File: config.mk
export PLATFORM = sky130hd
export DESIGN_NAME = temp_average_divider_flat
export DESIGN_NICKNAME = d
export VERILOG_FILES = /design/src/rtl/temp_average_divider_pkg.sv /design/src/rtl/temp_average_divider_if.sv /design/src/rtl/temp_average_divider_seq_divider.sv /design/src/rtl/temp_average_divider.sv /design/src/flat_wrapper.sv
export SDC_FILE = /design/constraint.sdc
export NUM_CORES = 1
export LEC_CHECK = 0
export ABC_AREA = 1
export BUFFER_PORTS_ARGS = -buffer_cell sky130_fd_sc_hd__buf_2
export CAP_MARGIN = 15
export CORE_UTILIZATION = 55
export DETAILED_ROUTE_END_ITERATION = 10
export PLACE_DENSITY = 0.83
export SYNTH_ARGS = -nofsm -noshare
export SYNTH_HDL_FRONTEND = slang
export SYNTH_SLANG_ARGS = --single-unit
File: constraint.sdc
create_clock -name clk_i -period 3.8 [get_ports clk_i]
set_input_delay 0.38 -clock clk_i [delete_from_list [all_inputs] [get_ports clk_i]]
set_output_delay 0.38 -clock clk_i [all_outputs]
set_load 0.01 [all_outputs]
File: src/rtl/temp_average_divider_pkg.sv
// Shared types and defaults for the temperature averaging stage and its encoder.
package temp_average_divider_pkg;

  typedef enum logic [1:0] {
    StIdle = 2'd0,
    StSum  = 2'd1,
    StDiv  = 2'd2,
    StDone = 2'd3
  } state_e;

  localparam int unsigned TEMP_W_DEF = 8;
  localparam int unsigned SUM_W_DEF  = 16;
  localparam int unsigned NR_W       = 8;
  // Alert limits consumed by the downstream display/alert encoder.
  localparam int unsigned ALERT_LOW  = 19;
  localparam int unsigned ALERT_HIGH = 26;

endpackage

File: src/rtl/temp_average_divider_if.sv
// Request/result bundle between the averaging stage and its requester.
interface temp_average_divider_if
  import temp_average_divider_pkg::*;
#(
  parameter int unsigned SENSORS = 8,
  parameter int unsigned TEMP_W  = TEMP_W_DEF,
  parameter int unsigned SUM_W   = SUM_W_DEF
);

  logic                      start_i;
  logic [SENSORS*TEMP_W-1:0] sensors_data_i;
  logic [SENSORS-1:0]        sensors_en_i;
  logic [SUM_W-1:0]          temp_Q_o;
  logic [SUM_W-1:0]          temp_R_o;
  logic [NR_W-1:0]           active_sensors_nr_o;
  logic                      busy_o;
  logic                      done_o;
  logic                      div_by_zero_o;

  modport master (
    output start_i, sensors_data_i, sensors_en_i,
    input  temp_Q_o, temp_R_o, active_sensors_nr_o, busy_o, done_o, div_by_zero_o
  );

  modport slave (
    input  start_i, sensors_data_i, sensors_en_i,
    output temp_Q_o, temp_R_o, active_sensors_nr_o, busy_o, done_o, div_by_zero_o
  );

endinterface

File: src/rtl/temp_average_divider_seq_divider.sv
// Restoring divider, one quotient bit per clock, SUM_W steps after the start edge.
module temp_average_divider_seq_divider
  import temp_average_divider_pkg::*;
#(
  parameter int unsigned SUM_W     = SUM_W_DEF,
  parameter int unsigned DIVISOR_W = NR_W
) (
  input  logic                 clk_i,
  input  logic                 rst_n_i,
  input  logic                 start_i,
  input  logic [SUM_W-1:0]     dividend_i,
  input  logic [DIVISOR_W-1:0] divisor_i,
  output logic                 done_o,
  output logic [SUM_W-1:0]     quotient_o,
  output logic [DIVISOR_W-1:0] remainder_o
);

  localparam int unsigned CNT_W = (SUM_W > 1) ? $clog2(SUM_W) : 1;
  localparam logic [CNT_W-1:0] LAST_STEP = CNT_W'(SUM_W - 1);

  logic                 r_busy;
  logic [CNT_W-1:0]     r_cnt;
  logic [SUM_W-1:0]     r_quo;
  logic [DIVISOR_W-1:0] r_rem;
  logic [DIVISOR_W-1:0] r_div;

  logic [DIVISOR_W:0]   w_shift;
  logic [DIVISOR_W-1:0] w_diff;
  logic [DIVISOR_W-1:0] w_rem_nxt;
  logic [SUM_W-1:0]     w_quo_nxt;
  logic                 w_ge;

  // Remainder stays below the divisor, so the trial difference fits in DIVISOR_W bits.
  always_comb begin
    w_shift   = {r_rem, r_quo[SUM_W-1]};
    w_ge      = (w_shift >= {1'b0, r_div});
    w_diff    = w_shift[DIVISOR_W-1:0] - r_div;
    w_rem_nxt = w_ge ? w_diff : w_shift[DIVISOR_W-1:0];
    w_quo_nxt = {r_quo[SUM_W-2:0], w_ge};
  end

  // Result is presented combinationally during the final step so the caller can
  // capture it on the same edge that completes the division.
  assign done_o      = r_busy && (r_cnt == LAST_STEP);
  assign quotient_o  = w_quo_nxt;
  assign remainder_o = w_rem_nxt;

  always_ff @(posedge clk_i or negedge rst_n_i) begin
    if (!rst_n_i) begin
      r_busy <= 1'b0;
      r_cnt  <= '0;
      r_quo  <= '0;
      r_rem  <= '0;
      r_div  <= '0;
    end else if (r_busy) begin
      r_quo <= w_quo_nxt;
      r_rem <= w_rem_nxt;
      r_cnt <= r_cnt + 1'b1;
      if (done_o) begin
        r_busy <= 1'b0;
      end
    end else if (start_i) begin
      r_busy <= 1'b1;
      r_cnt  <= '0;
      r_quo  <= dividend_i;
      r_rem  <= '0;
      r_div  <= divisor_i;
    end
  end

endmodule

File: src/rtl/temp_average_divider.sv
// Averages the enabled sensor readings: serial sum, then sequential division by the count.
module temp_average_divider
  import temp_average_divider_pkg::*;
#(
  parameter int unsigned SENSORS = 8,
  parameter int unsigned TEMP_W  = TEMP_W_DEF,
  parameter int unsigned SUM_W   = SUM_W_DEF
) (
  input  logic                 clk_i,
  input  logic                 rst_n_i,
  temp_average_divider_if.slave bus
);

  localparam int unsigned CNT_W = (SENSORS > 1) ? $clog2(SENSORS) : 1;
  localparam logic [CNT_W-1:0] LAST_CH = CNT_W'(SENSORS - 1);

  state_e r_state;
  state_e w_state_nxt;

  logic [TEMP_W-1:0]  r_data [SENSORS];
  logic [SENSORS-1:0] r_en;
  logic [CNT_W-1:0]   r_cnt;
  logic [SUM_W-1:0]   r_acc;
  logic [SUM_W-1:0]   r_q;
  logic [SUM_W-1:0]   r_r;
  logic [NR_W-1:0]    r_nr;
  logic               r_dbz;

  logic [SUM_W-1:0]   w_addend;
  logic [SUM_W-1:0]   w_sum_nxt;
  logic [NR_W-1:0]    w_popcnt;
  logic               w_last;
  logic               w_div_start;
  logic               w_div_done;
  logic [SUM_W-1:0]   w_div_q;
  logic [NR_W-1:0]    w_div_r;
  logic               w_busy;
  logic               w_done;

  always_comb begin
    w_popcnt = '0;
    for (int i = 0; i < SENSORS; i++) begin
      w_popcnt = w_popcnt + NR_W'(r_en[i]);
    end
  end

  assign w_addend  = r_en[r_cnt] ? SUM_W'(r_data[r_cnt]) : '0;
  assign w_sum_nxt = r_acc + w_addend;
  assign w_last    = (r_cnt == LAST_CH);
  // Divider takes the final sum on the last SUM edge, so its first step is the first DIV edge.
  assign w_div_start = (r_state == StSum) && w_last && (w_popcnt != '0);

  temp_average_divider_seq_divider #(
    .SUM_W     (SUM_W),
    .DIVISOR_W (NR_W)
  ) u_seq_divider (
    .clk_i       (clk_i),
    .rst_n_i     (rst_n_i),
    .start_i     (w_div_start),
    .dividend_i  (w_sum_nxt),
    .divisor_i   (w_popcnt),
    .done_o      (w_div_done),
    .quotient_o  (w_div_q),
    .remainder_o (w_div_r)
  );

  always_ff @(posedge clk_i or negedge rst_n_i) begin
    if (!rst_n_i) begin
      r_state <= StIdle;
    end else begin
      r_state <= w_state_nxt;
    end
  end

  always_comb begin
    w_state_nxt = r_state;
    unique case (r_state)
      StIdle: if (bus.start_i) w_state_nxt = StSum;
      StSum:  if (w_last) w_state_nxt = (w_popcnt != '0) ? StDiv : StDone;
      StDiv:  if (w_div_done) w_state_nxt = StDone;
      StDone: w_state_nxt = StIdle;
      default: w_state_nxt = StIdle;
    endcase
  end

  always_comb begin
    w_busy = (r_state != StIdle);
    w_done = (r_state == StDone);
  end

  always_ff @(posedge clk_i or negedge rst_n_i) begin
    if (!rst_n_i) begin
      for (int i = 0; i < SENSORS; i++) begin
        r_data[i] <= '0;
      end
      r_en  <= '0;
      r_cnt <= '0;
      r_acc <= '0;
      r_q   <= '0;
      r_r   <= '0;
      r_nr  <= '0;
      r_dbz <= 1'b0;
    end else begin
      unique case (r_state)
        StIdle: begin
          if (bus.start_i) begin
            for (int i = 0; i < SENSORS; i++) begin
              r_data[i] <= bus.sensors_data_i[i*TEMP_W +: TEMP_W];
            end
            r_en  <= bus.sensors_en_i;
            r_cnt <= '0;
            r_acc <= '0;
          end
        end
        StSum: begin
          r_acc <= w_sum_nxt;
          r_cnt <= r_cnt + 1'b1;
          if (w_last && (w_popcnt == '0)) begin
            r_q   <= '0;
            r_r   <= '0;
            r_nr  <= '0;
            r_dbz <= 1'b1;
          end
        end
        StDiv: begin
          if (w_div_done) begin
            r_q   <= w_div_q;
            r_r   <= SUM_W'(w_div_r);
            r_nr  <= w_popcnt;
            r_dbz <= 1'b0;
          end
        end
        default: ;
      endcase
    end
  end

  assign bus.temp_Q_o            = r_q;
  assign bus.temp_R_o            = r_r;
  assign bus.active_sensors_nr_o = r_nr;
  assign bus.div_by_zero_o       = r_dbz;
  assign bus.busy_o              = w_busy;
  assign bus.done_o              = w_done;

endmodule

File: src/flat_wrapper.sv
// flat-port wrapper written by rule: the top's interface ports become plain ports
module temp_average_divider_flat import temp_average_divider_pkg::*;
#(
  parameter int unsigned SENSORS = 8,
  parameter int unsigned TEMP_W  = TEMP_W_DEF,
  parameter int unsigned SUM_W   = SUM_W_DEF
)
  (clk_i, rst_n_i, bus_start_i, bus_sensors_data_i, bus_sensors_en_i, bus_temp_Q_o, bus_temp_R_o, bus_active_sensors_nr_o, bus_busy_o, bus_done_o, bus_div_by_zero_o);
  temp_average_divider_if #(.SENSORS(SENSORS), .TEMP_W(TEMP_W), .SUM_W(SUM_W)) bus_i ();
  input  logic clk_i;
  input  logic rst_n_i;
  input wire logic [$bits(bus_i.start_i)-1:0] bus_start_i;
  input wire logic [$bits(bus_i.sensors_data_i)-1:0] bus_sensors_data_i;
  input wire logic [$bits(bus_i.sensors_en_i)-1:0] bus_sensors_en_i;
  output wire logic [$bits(bus_i.temp_Q_o)-1:0] bus_temp_Q_o;
  output wire logic [$bits(bus_i.temp_R_o)-1:0] bus_temp_R_o;
  output wire logic [$bits(bus_i.active_sensors_nr_o)-1:0] bus_active_sensors_nr_o;
  output wire logic [$bits(bus_i.busy_o)-1:0] bus_busy_o;
  output wire logic [$bits(bus_i.done_o)-1:0] bus_done_o;
  output wire logic [$bits(bus_i.div_by_zero_o)-1:0] bus_div_by_zero_o;
  assign bus_i.start_i = bus_start_i;
  assign bus_i.sensors_data_i = bus_sensors_data_i;
  assign bus_i.sensors_en_i = bus_sensors_en_i;
  assign bus_temp_Q_o = bus_i.temp_Q_o;
  assign bus_temp_R_o = bus_i.temp_R_o;
  assign bus_active_sensors_nr_o = bus_i.active_sensors_nr_o;
  assign bus_busy_o = bus_i.busy_o;
  assign bus_done_o = bus_i.done_o;
  assign bus_div_by_zero_o = bus_i.div_by_zero_o;
  temp_average_divider #(.SENSORS(SENSORS), .TEMP_W(TEMP_W), .SUM_W(SUM_W)) u_core (.clk_i(clk_i), .rst_n_i(rst_n_i), .bus(bus_i));
endmodule
# Word level (Yosys, flattened, before mapping)
# Cells that the tools add are included.
[op_classes] addsub=11 order_cmp=3 eq_ne=9 muxes=36 n_bitwise=2 n_reduce_logical=16
[op_table] operator="$mux 16" count=6
[op_table] operator="$pmux 16 s2" count=3
[op_table] operator="$mux 8" count=8
[op_table] operator="$add 8x1->8" count=6
[op_table] operator="$bmux 8 s3" count=1
[op_table] operator="$add 16x16->16" count=1
[op_table] operator="$pmux 8 s2" count=1
[op_table] operator="$ge 9x8->1" count=1
[op_table] operator="$logic_not 8->1" count=1
[op_table] operator="$mux 4" count=2
[op_table] operator="$pmux 2 s4" count=1
[op_table] operator="$reduce_bool 2->1" count=4
[op_table] operator="$reduce_bool 8->1" count=1
[op_table] operator="$sub 8x8->8" count=1
[op_table] operator="$mux 1" count=7
[op_table] operator="$mux 2" count=3
[op_table] operator="$ne 2x2->1 const B" count=3
[op_table] operator="$pmux 3 s2" count=1
[op_table] operator="$reduce_and 2->1" count=3
[op_table] operator="$reduce_and 3->1" count=2
[op_table] operator="$add 4x1->4 const B" count=1
[op_table] operator="$eq 2x2->1 const B" count=2
[op_table] operator="$eq 4x4->1 const B" count=1
[op_table] operator="$ge 4x4->1 const B" count=1
[op_table] operator="other kinds (13)" count=16
[word_totals] reg_bits=171 word_cells=98

# Logic depth before layout (Yosys ltp)
# Gate-level depths: netlist of the first run.
[depth] ltp_word=11 depth_mapped=22

# Hierarchy
# From an unflattened synthesis of the first run, not the netlist that was laid out.
[hier_totals] cells_unflattened=1019 area_unflattened_um2=8784.7
[by_module_without_submodules] mod="temp_average_divider" n_inst=1 cells_per_inst=736 area_each_um2=6540.0 seq_area_each_um2=3052.9
[by_module_without_submodules] mod="temp_average_divider_seq_divider" n_inst=1 cells_per_inst=283 area_each_um2=2244.7 seq_area_each_um2=925.9

# Least setup slack after synthesis of the first run
# OpenSTA, ideal clock, no wires.
[synth_path] path_kind="flip-flop to flip-flop" start="register u_core.r_en[0]" end="register u_core.u_seq_divider.r_quo[11]" arrival_ns=3.313 t_required_ns=3.735 setup_slack_ns=0.422 path_stages_with_launch=16 path_buffers=1 period_less_slack_ns=3.378 path_cell_list="dfrtp_1 -> ha_1 -> inv_1 -> fa_1 -> fa_1 -> inv_1 -> fa_1 -> fa_1 -> nor2_1 -> nand3_2 -> nand2_4 -> nand2_1 -> buf_2 -> o21ai_1 -> inv_1 -> nand2_1"
[synth_via] elab_chain_len=10 word_cells_on_any_way=16 cone_classes="add/sub (8); mux (5); reduce/logical (3)"
[synth_rtl] element="start, declared" line="temp_average_divider.sv:21" rtl="logic [SENSORS-1:0] r_en;"
[synth_rtl] element="start signal, assigned" line="temp_average_divider.sv:110" rtl="r_en <= bus.sensors_en_i;"
[synth_rtl] element="$add 1x1->2" line="temp_average_divider.sv:43" rtl="w_popcnt = w_popcnt + NR_W'(r_en[i]);"
[synth_rtl] element="$add 8x1->8 (6 in a row)" line="temp_average_divider.sv:43"
[synth_rtl] element="net u_core.u_seq_divider.divisor_i[1]" line="temp_average_divider_seq_divider.sv:12" rtl="input logic [DIVISOR_W-1:0] divisor_i,"
[synth_rtl] element="$reduce_bool 8->1" line="temp_average_divider.sv:51" rtl="assign w_div_start = (r_state == StSum) && w_last && (w_popcnt != '0);"
[synth_rtl] element="$logic_and 1x1->1" line="temp_average_divider.sv:51"
[synth_rtl] element="$reduce_bool 2->1 (no source line)"
[synth_rtl] element="end signal, assigned" line="temp_average_divider_seq_divider.sv:56" rtl="r_quo <= w_quo_nxt;"
[synth_rtl] element="end signal, assigned" line="temp_average_divider_seq_divider.sv:65" rtl="r_quo <= dividend_i;"
[synth_rtl] element="end, declared" line="temp_average_divider_seq_divider.sv:23" rtl="logic [SUM_W-1:0] r_quo;"
# The timed path passes the listed nets, and every way through them passes these cells. The select of a mux whose other input is x is not followed.
# A chain may end at the register's enable or synchronous reset.

# Final worst setup path of the first run
[layout_path] start="register u_core.r_en[0]" end="register u_core.u_seq_divider.r_quo[15]"
# The elaborated chain is that of the path after synthesis.

==> flow_summary.yaml, run 1 <==
clock_network:
  post_cts_resized: 0
  cts_buffer_depth: 2
  path_clk_slew_ns: 0.06
  insertion_delay_ns: 0.43
  clock_sinks: 155
  cts_tree: "yes"
  cts_setup_buffers: 0
  cts_root_buf: "clkbuf_16"
  cts_made_buffers: 17
  cts_hold_buf: 0
  htree_levels: 4
timing:
  drv_slew: 0
  layout_setup_ws_ns: 0.199
  finalClockSkew_ns: 0.0123
  max_freq_mhz: 278
  maxSlewHeadroom_pct: 32.4
  fin_crit_ns: 3.60
  fin_crit_sh_pct: 94.8
  final_hold_viol_count: 0
  grt_setup_unrepaired: "no"
  tightest_slew_ns: 1.01
  setup_viol_count_final: 0
  setup_tns_ns: 0
grt:
  grt_overflow: 0
  grt_max_degree: 88
  antenna_found_initial: 0
  first_global_vias: 6416
  grt_pass1_wl_mm: 29.3
  grt_usage_pct: 25.1
critical_path:
  critPathLaunchType: "flip-flop"
  worstPathRequired_ns: 4.16
  path_max_fanout: 10
  crit_chain: "ha_1 -> inv_1 -> fa_1 -> fa_1 -> inv_1 -> fa_1 -> fa_2 -> nor2_2 -> nand3_2 -> nand2_4 -> nand2_1 -> buf_4 -> o21ai_1 -> inv_1 -> nand2_1"
  cp.arrival_ns: 3.97
  path_buf_inv: 4
  worstSetupPathType: "reg -> reg"
  crit_path_end_kind: "flip-flop"
  cp_slowest_stage_delay_ns: 0.49
  critPathTopFamily: "adder cells"
  cp_slowest_cell: "fa_1"
place:
  hpwlAfterDp_mm: 12.0
  placed_cell_area_sq_um: 8650
  dpl.cell_count: 1313
  place_congestion: 0.842
  pre_cts_ws_ns: 0.136
  port_buffers: 105
cells_and_area:
  fin_nets: 1256
  syn_to_final_growth_pct: 15.2
  postLayoutCellArea_sq_um: 9310
  drive_above_1_share_pct: 14.5
  num_antenna_cells: 0
  fin_cells: 1345
floorplan:
  dieArea_sq_um: 15200
  initial_core_util_pct: 57.3
  core-area_sq_um: 14100
  ioPinCount: 118
  dieWidth_um: 123
  die_h_um: 123
  row_count: 43
pwr:
  ir_drop_v: 0.000300
  p_per_area_nw_per_um2: 378
  pwr-share-seq_pct: 46.9
  p_clk_share_pct: 50.9
  switching_share_pct: 20.1
  intPower_mw: 2.81
  power.leakage_nw: 5.43
  pwr-share-comb_pct: 2.2
  p_switching_mw: 0.708
yosys:
  syn_area_sq_um: 8080
  yosysTopAreaCell: "dfrtp_1"
  yosys-top-cells-count: "495 x nand2_1, 155 x dfrtp_1, 85 x inv_1, 51 x nor2_1, 48 x o21ai_0"
  netlist_instances: 1061
  ys.warnings.count: 0
  async_reset_ff_share_pct: 100
  synth.distinct_cells: 37
  synth-main-ff-cell: "dfrtp_1"
  yosysSeqAreaShare_pct: 48.0
  yosysMostFrequentCell: "nand2_1"
  synthTopCellsByArea: "dfrtp_1 48%, nand2_1 23%, inv_1 3.9%"
  ys_ff_latch: 155
  synth_top_area_share_pct: 48.0
  avgSynthCellArea_sq_um: 7.61
  synth-edff-count: 0
detailed_routing:
  ant_nets: 0
  vias: 6913
  drc: 0
  first_pass_iters: 7
  vias_per_cell: 5.14
  drtIter0Drc: 488
  wl_mm: 17.8
  wire_per_inst_um: 13.2
outcome:
  status: "completed"
flow_run:
  max_cap_violations: 0
hold_path:
  hp-class: "in -> async"
==> worst register-to-register path, cell delays in order (launching register included) <==
cell and delay (ns):
dfrtp_1 0.39, ha_1 0.30, inv_1 0.07, fa_1 0.42, fa_1 0.49, inv_1 0.05
fa_1 0.40, fa_2 0.46, nor2_2 0.14, nand3_2 0.13, nand2_4 0.12, nand2_1 0.11
buf_4 0.20, o21ai_1 0.14, inv_1 0.05, nand2_1 0.06
==> cell type report <==
type	instances	area [sq um]
Timing Repair Buffer	114	624
Sequential cell	155	3880
Clock buffer	21	460
Clock inverter	10	166
Fill cell	1164	4790
Tap cell	180	225
Inverter	96	364
Multi-Input combinational cell	769	3590
==> sequential cells by signal, indices dropped and copies added (netlist names) <==
name / cells
u_core.u_seq_divider.r_cnt: 4
u_core.bus.temp_R_o: 8
u_core.u_seq_divider.r_rem: 8
u_core.bus.div_by_zero_o: 1
u_core.bus.temp_Q_o: 16
u_core.r_state: 2
u_core.u_seq_divider.r_quo: 16
u_core.u_seq_divider.r_busy: 1
u_core.bus.active_sensors_nr_o: 4
u_core.r_data: 64
u_core.r_acc: 16
u_core.r_cnt: 3
u_core.u_seq_divider.r_div: 4
u_core.r_en: 8
==> through the flow <==
| stage | util, % | power, mW | hold WS [ns] |
|---|---|---|---|
| after floorplan | - | 1.70 | 0.0844 |
| after global placement | 61.4 | 1.76 | 0.456 |
| after detailed placement | 61.4 | 1.76 | 0.460 |
| after CTS | 65.8 | 3.54 | 0.0375 |
| after global routing | 66.0 | 3.63 | 0.0570 |
| final | 66.0 | 3.52 | 0.0253 |
==> worst paths after layout <==
kind                                        startpoint                             end  slack [ns]  cells past startpoint
worst max-delay path                    u_core.r_en[0]  u_core.u_seq_divider.r_quo[15]        0.20                     15
worst min-delay path                           rst_n_i   u_core.u_seq_divider.r_rem[1]        0.03                      1
worst max register to register          u_core.r_en[0]  u_core.u_seq_divider.r_quo[15]        0.20                     15
worst min register to register  u_core.bus.temp_R_o[5]          u_core.bus.temp_R_o[5]        0.47                      2
max in group asynchronous                      rst_n_i               u_core.r_data[32]        2.95                      2
min in group clk_i              bus_sensors_data_i[49]                u_core.r_data[9]        0.14                      3
==> layout by cell type, fill, tap and decap left out, types with 4 or more instances in the layout <==
cell        netlist  layout
nand2_1         495     494
dfrtp_1         155     155
buf_2            14     104
inv_1            85      84
nor2_1           51      50
o21ai_0          48      48
nand3_1          42      42
o21ai_1          24      24
ha_1             22      22
o22ai_1          19      19
clkbuf_16         0      17
conb_1            1      12
a21oi_1          10      10
inv_2             9       9
xor2_1            8       8
buf_4            17       7
a22o_1            5       5
fa_1              6       5
clkinvlp_4        0       5
bufinv_16         0       4
==> layer usage <==
layer	share of wire [%]	global-route usage, %
met1	45	32.8
met2	48	41.1
met3	4.9	4.84
met4	1.5	9.94
met5	0	0
==> power by group through the flow <==
stage / logic, mW / clock network (mW) / registers, mW
3_5_place_dp: 0.0785 / 0 / 1.68
6_report: 0.0766 / 1.79 / 1.65
5_1_grt: 0.0881 / 1.89 / 1.65
3_3_place_gp: 0.0777 / 0 / 1.68
4_1_cts: 0.0785 / 1.81 / 1.65
2_1_floorplan: 0.0143 / 0 / 1.68
==> logic make-up after synthesis <==
group / after synthesis / share of synthesized area, %
flops: 155 / 48.0
fa+ha+maj: 28 / 4.89
simple gates: 608 / 30.1
compound gates: 112 / 7.77
buf+inv: 148 / 8.18
xor+xnor: 9 / 0.976
other cells: 1 / 0.0464
Note: power is estimated with default switching activity, not from simulation.
==> inputs of run 2 (changes only) <==
--- a/config.mk
+++ b/config.mk
@@ -11,6 +11,7 @@
 export CORE_UTILIZATION = 55
 export DETAILED_ROUTE_END_ITERATION = 10
 export PLACE_DENSITY = 0.83
+export SKIP_LAST_GASP = 1
 export SYNTH_ARGS = -nofsm -noshare
 export SYNTH_HDL_FRONTEND = slang
 export SYNTH_SLANG_ARGS = --single-unit
==> constraint.sdc (replaced) <==
create_clock -name clk_i -period 3.7 [get_ports clk_i]
set_input_delay 0.37 -clock clk_i [delete_from_list [all_inputs] [get_ports clk_i]]
set_output_delay 0.37 -clock clk_i [all_outputs]
set_load 0.01 [all_outputs]
==> flow_summary.yaml, run 2 (synthesis gave the netlist of run 1 again) <==
pwr:
  p_switching_mw: 0.755
  pwr-share-comb_pct: 2.2
  pwr-share-seq_pct: 46.9
  ir_drop_v: 0.000340
  p_clk_share_pct: 50.9
  p_total_mw: 3.61
  power.leakage_nw: 5.47
  intPower_mw: 2.86
  switching_share_pct: 20.9
  p_per_area_nw_per_um2: 386
outcome:
  violations: "negative hold slack"
  status: "finished, violations left"
cells_and_area:
  regMostFlops: "u_core.r_data"
  fin_cells: 1351
  drive_above_1_share_pct: 15.0
  largest_register_ffs: 64
  fill_cells: 1181
  syn_to_final_growth_pct: 16.0
  layout_common_cells: "493 x nand2_1, 155 x dfrtp_1, 104 x buf_2, 84 x inv_1, 50 x nor2_1"
  num_antenna_cells: 0
  layout_commonest_cell: "nand2_1"
  fin_nets: 1261
critical_path:
  critPathTopFamily: "adder cells"
  path_max_fanout: 10
  cp.arrival_ns: 3.94
  path_buf_inv: 4
  crit_path_end_kind: "flip-flop"
  cp_slowest_cell: "fa_1"
  worstSetupPathType: "reg -> reg"
  cp_slowest_stage_delay_ns: 0.52
  critPathLaunchType: "flip-flop"
  crit_chain: "ha_1 -> inv_1 -> fa_1 -> fa_1 -> inv_1 -> fa_2 -> fa_1 -> nor2_2 -> nand3_2 -> nand2_4 -> nand2_2 -> buf_6 -> o21ai_1 -> inv_1 -> nand2_1"
  worstPathRequired_ns: 4.07
  crit_path_start: "u_core.r_en[0]"
  r2r-start: "u_core.r_en[0]"
timing:
  setup_viol_count_final: 0
  drv_slew: 0
  finalClockSkew_ns: 0.00699
  final_hold_viol_count: 1
  fin_crit_ns: 3.57
  maxSlewHeadroom_pct: 46.4
  max_freq_mhz: 280
  hold_slack_ns: -0.00828
  fin_crit_sh_pct: 96.6
  tightest_slew_ns: 0.803
clock_network:
  cts_tree: "yes"
  cts_root_buf: "clkbuf_16"
  cts_buffer_depth: 2
  path_clk_slew_ns: 0.06
  clock_sinks: 155
  htree_levels: 4
  insertion_delay_ns: 0.43
  cts_hold_buf: 0
  cts_made_buffers: 17
hold_path:
  hp-class: "in -> async"
floorplan:
  initial_core_util_pct: 57.3
  dieWidth_um: 123
  row_count: 43
  die_h_um: 123
  core-area_sq_um: 14100
  dieArea_sq_um: 15200
  ioPinCount: 118
detailed_routing:
  wire_per_inst_um: 13.1
  drc: 0
  first_pass_iters: 5
  drtIter0Drc: 491
  vias_per_cell: 5.15
  ant_nets: 0
  wl_mm: 17.7
  vias: 6955
place:
  dpl.cell_count: 1315
  hpwlAfterDp_mm: 12.0
  port_buffers: 105
  place_congestion: 0.853
grt:
  first_global_vias: 6364
  grt_pass1_wl_mm: 29.6
  grt_usage_pct: 25.4
  grt_max_degree: 90
  antenna_found_initial: 0
  grt_overflow: 0
flow_run:
  max_cap_violations: 0
## run 2: cell count changes in the layout (fill, tap and decap cells not counted), moves of 2 or more
cell,delta
clkinv_4,+5
clkinvlp_4,-3
buf_4,+2
buf_6,+2
clkbuf_8,-2
## run 2: final timing paths
check	to	slack, ns	cells past startpoint
setup / recovery	u_core.u_seq_divider.r_quo[11]	0.13	15
hold / removal	u_core.bus.temp_R_o[5]	-0.008	1
setup reg to reg	u_core.u_seq_divider.r_quo[11]	0.13	15
hold reg to reg	u_core.bus.temp_R_o[7]	0.47	2
max in group asynchronous	u_core.r_acc[5]	2.87	2
min in group clk_i	u_core.r_data[62]	0.13	3
## run 2: power by group through the flow
stage / combinational [mW] / clock [mW] / sequential (mW)
after global routing: 0.0909 / 1.95 / 1.69
after CTS: 0.0816 / 1.86 / 1.69
final: 0.0787 / 1.84 / 1.70
after floorplan: 0.0147 / 0 / 1.73
after global placement: 0.0812 / 0 / 1.73
after detailed placement: 0.0812 / 0 / 1.73
## run 2: repair_timing
action	4_1_cts	5_1_grt
resized for setup	0	8
setup buffers	0	3
setup endpoints to repair	0	59
## run 2: stage by stage
stage	worst slack (ns)	cell area (sq um)	utilization [%]	setup TNS, ns
4_1_cts	0.00587	9290	65.9	0
3_5_place_dp	0.0241	8670	61.5	0
5_1_grt	-0.0264	9370	66.5	-0.127
3_3_place_gp	0.123	8670	61.5	0
2_1_floorplan	0.322	8120	-	0
6_report	0.126	9370	66.5	0
## run 2: worst reg2reg max path, cell delays in order, from the launching register on
cell and delay [ns]:
dfrtp_1 0.40, ha_1 0.29, inv_1 0.07, fa_1 0.42, fa_1 0.49, inv_1 0.05
fa_2 0.35, fa_1 0.52, nor2_2 0.18, nand3_2 0.12, nand2_4 0.11, nand2_2 0.09
buf_6 0.16, o21ai_1 0.13, inv_1 0.06, nand2_1 0.06
## run 2: routing by layer
metal	part of all wire [%]	vias up	global-route usage, %
li1	-	3484	-
met1	45	3255	33.5
met2	49	192	42.0
met3	4.6	24	4.94
met4	1.5	0	8.36
met5	0	-	0
## run 2: area by class of cell
cell class	count	area, sq um	share of cell area [%]
multi-input cells	769	3590	38.3
well taps	180	225	2.40
clock inverters	13	193	2.06
repair buffers	119	682	7.28
clock buffers	19	433	4.62
flip-flops and latches	155	3880	41.4
inverters	96	367	3.91
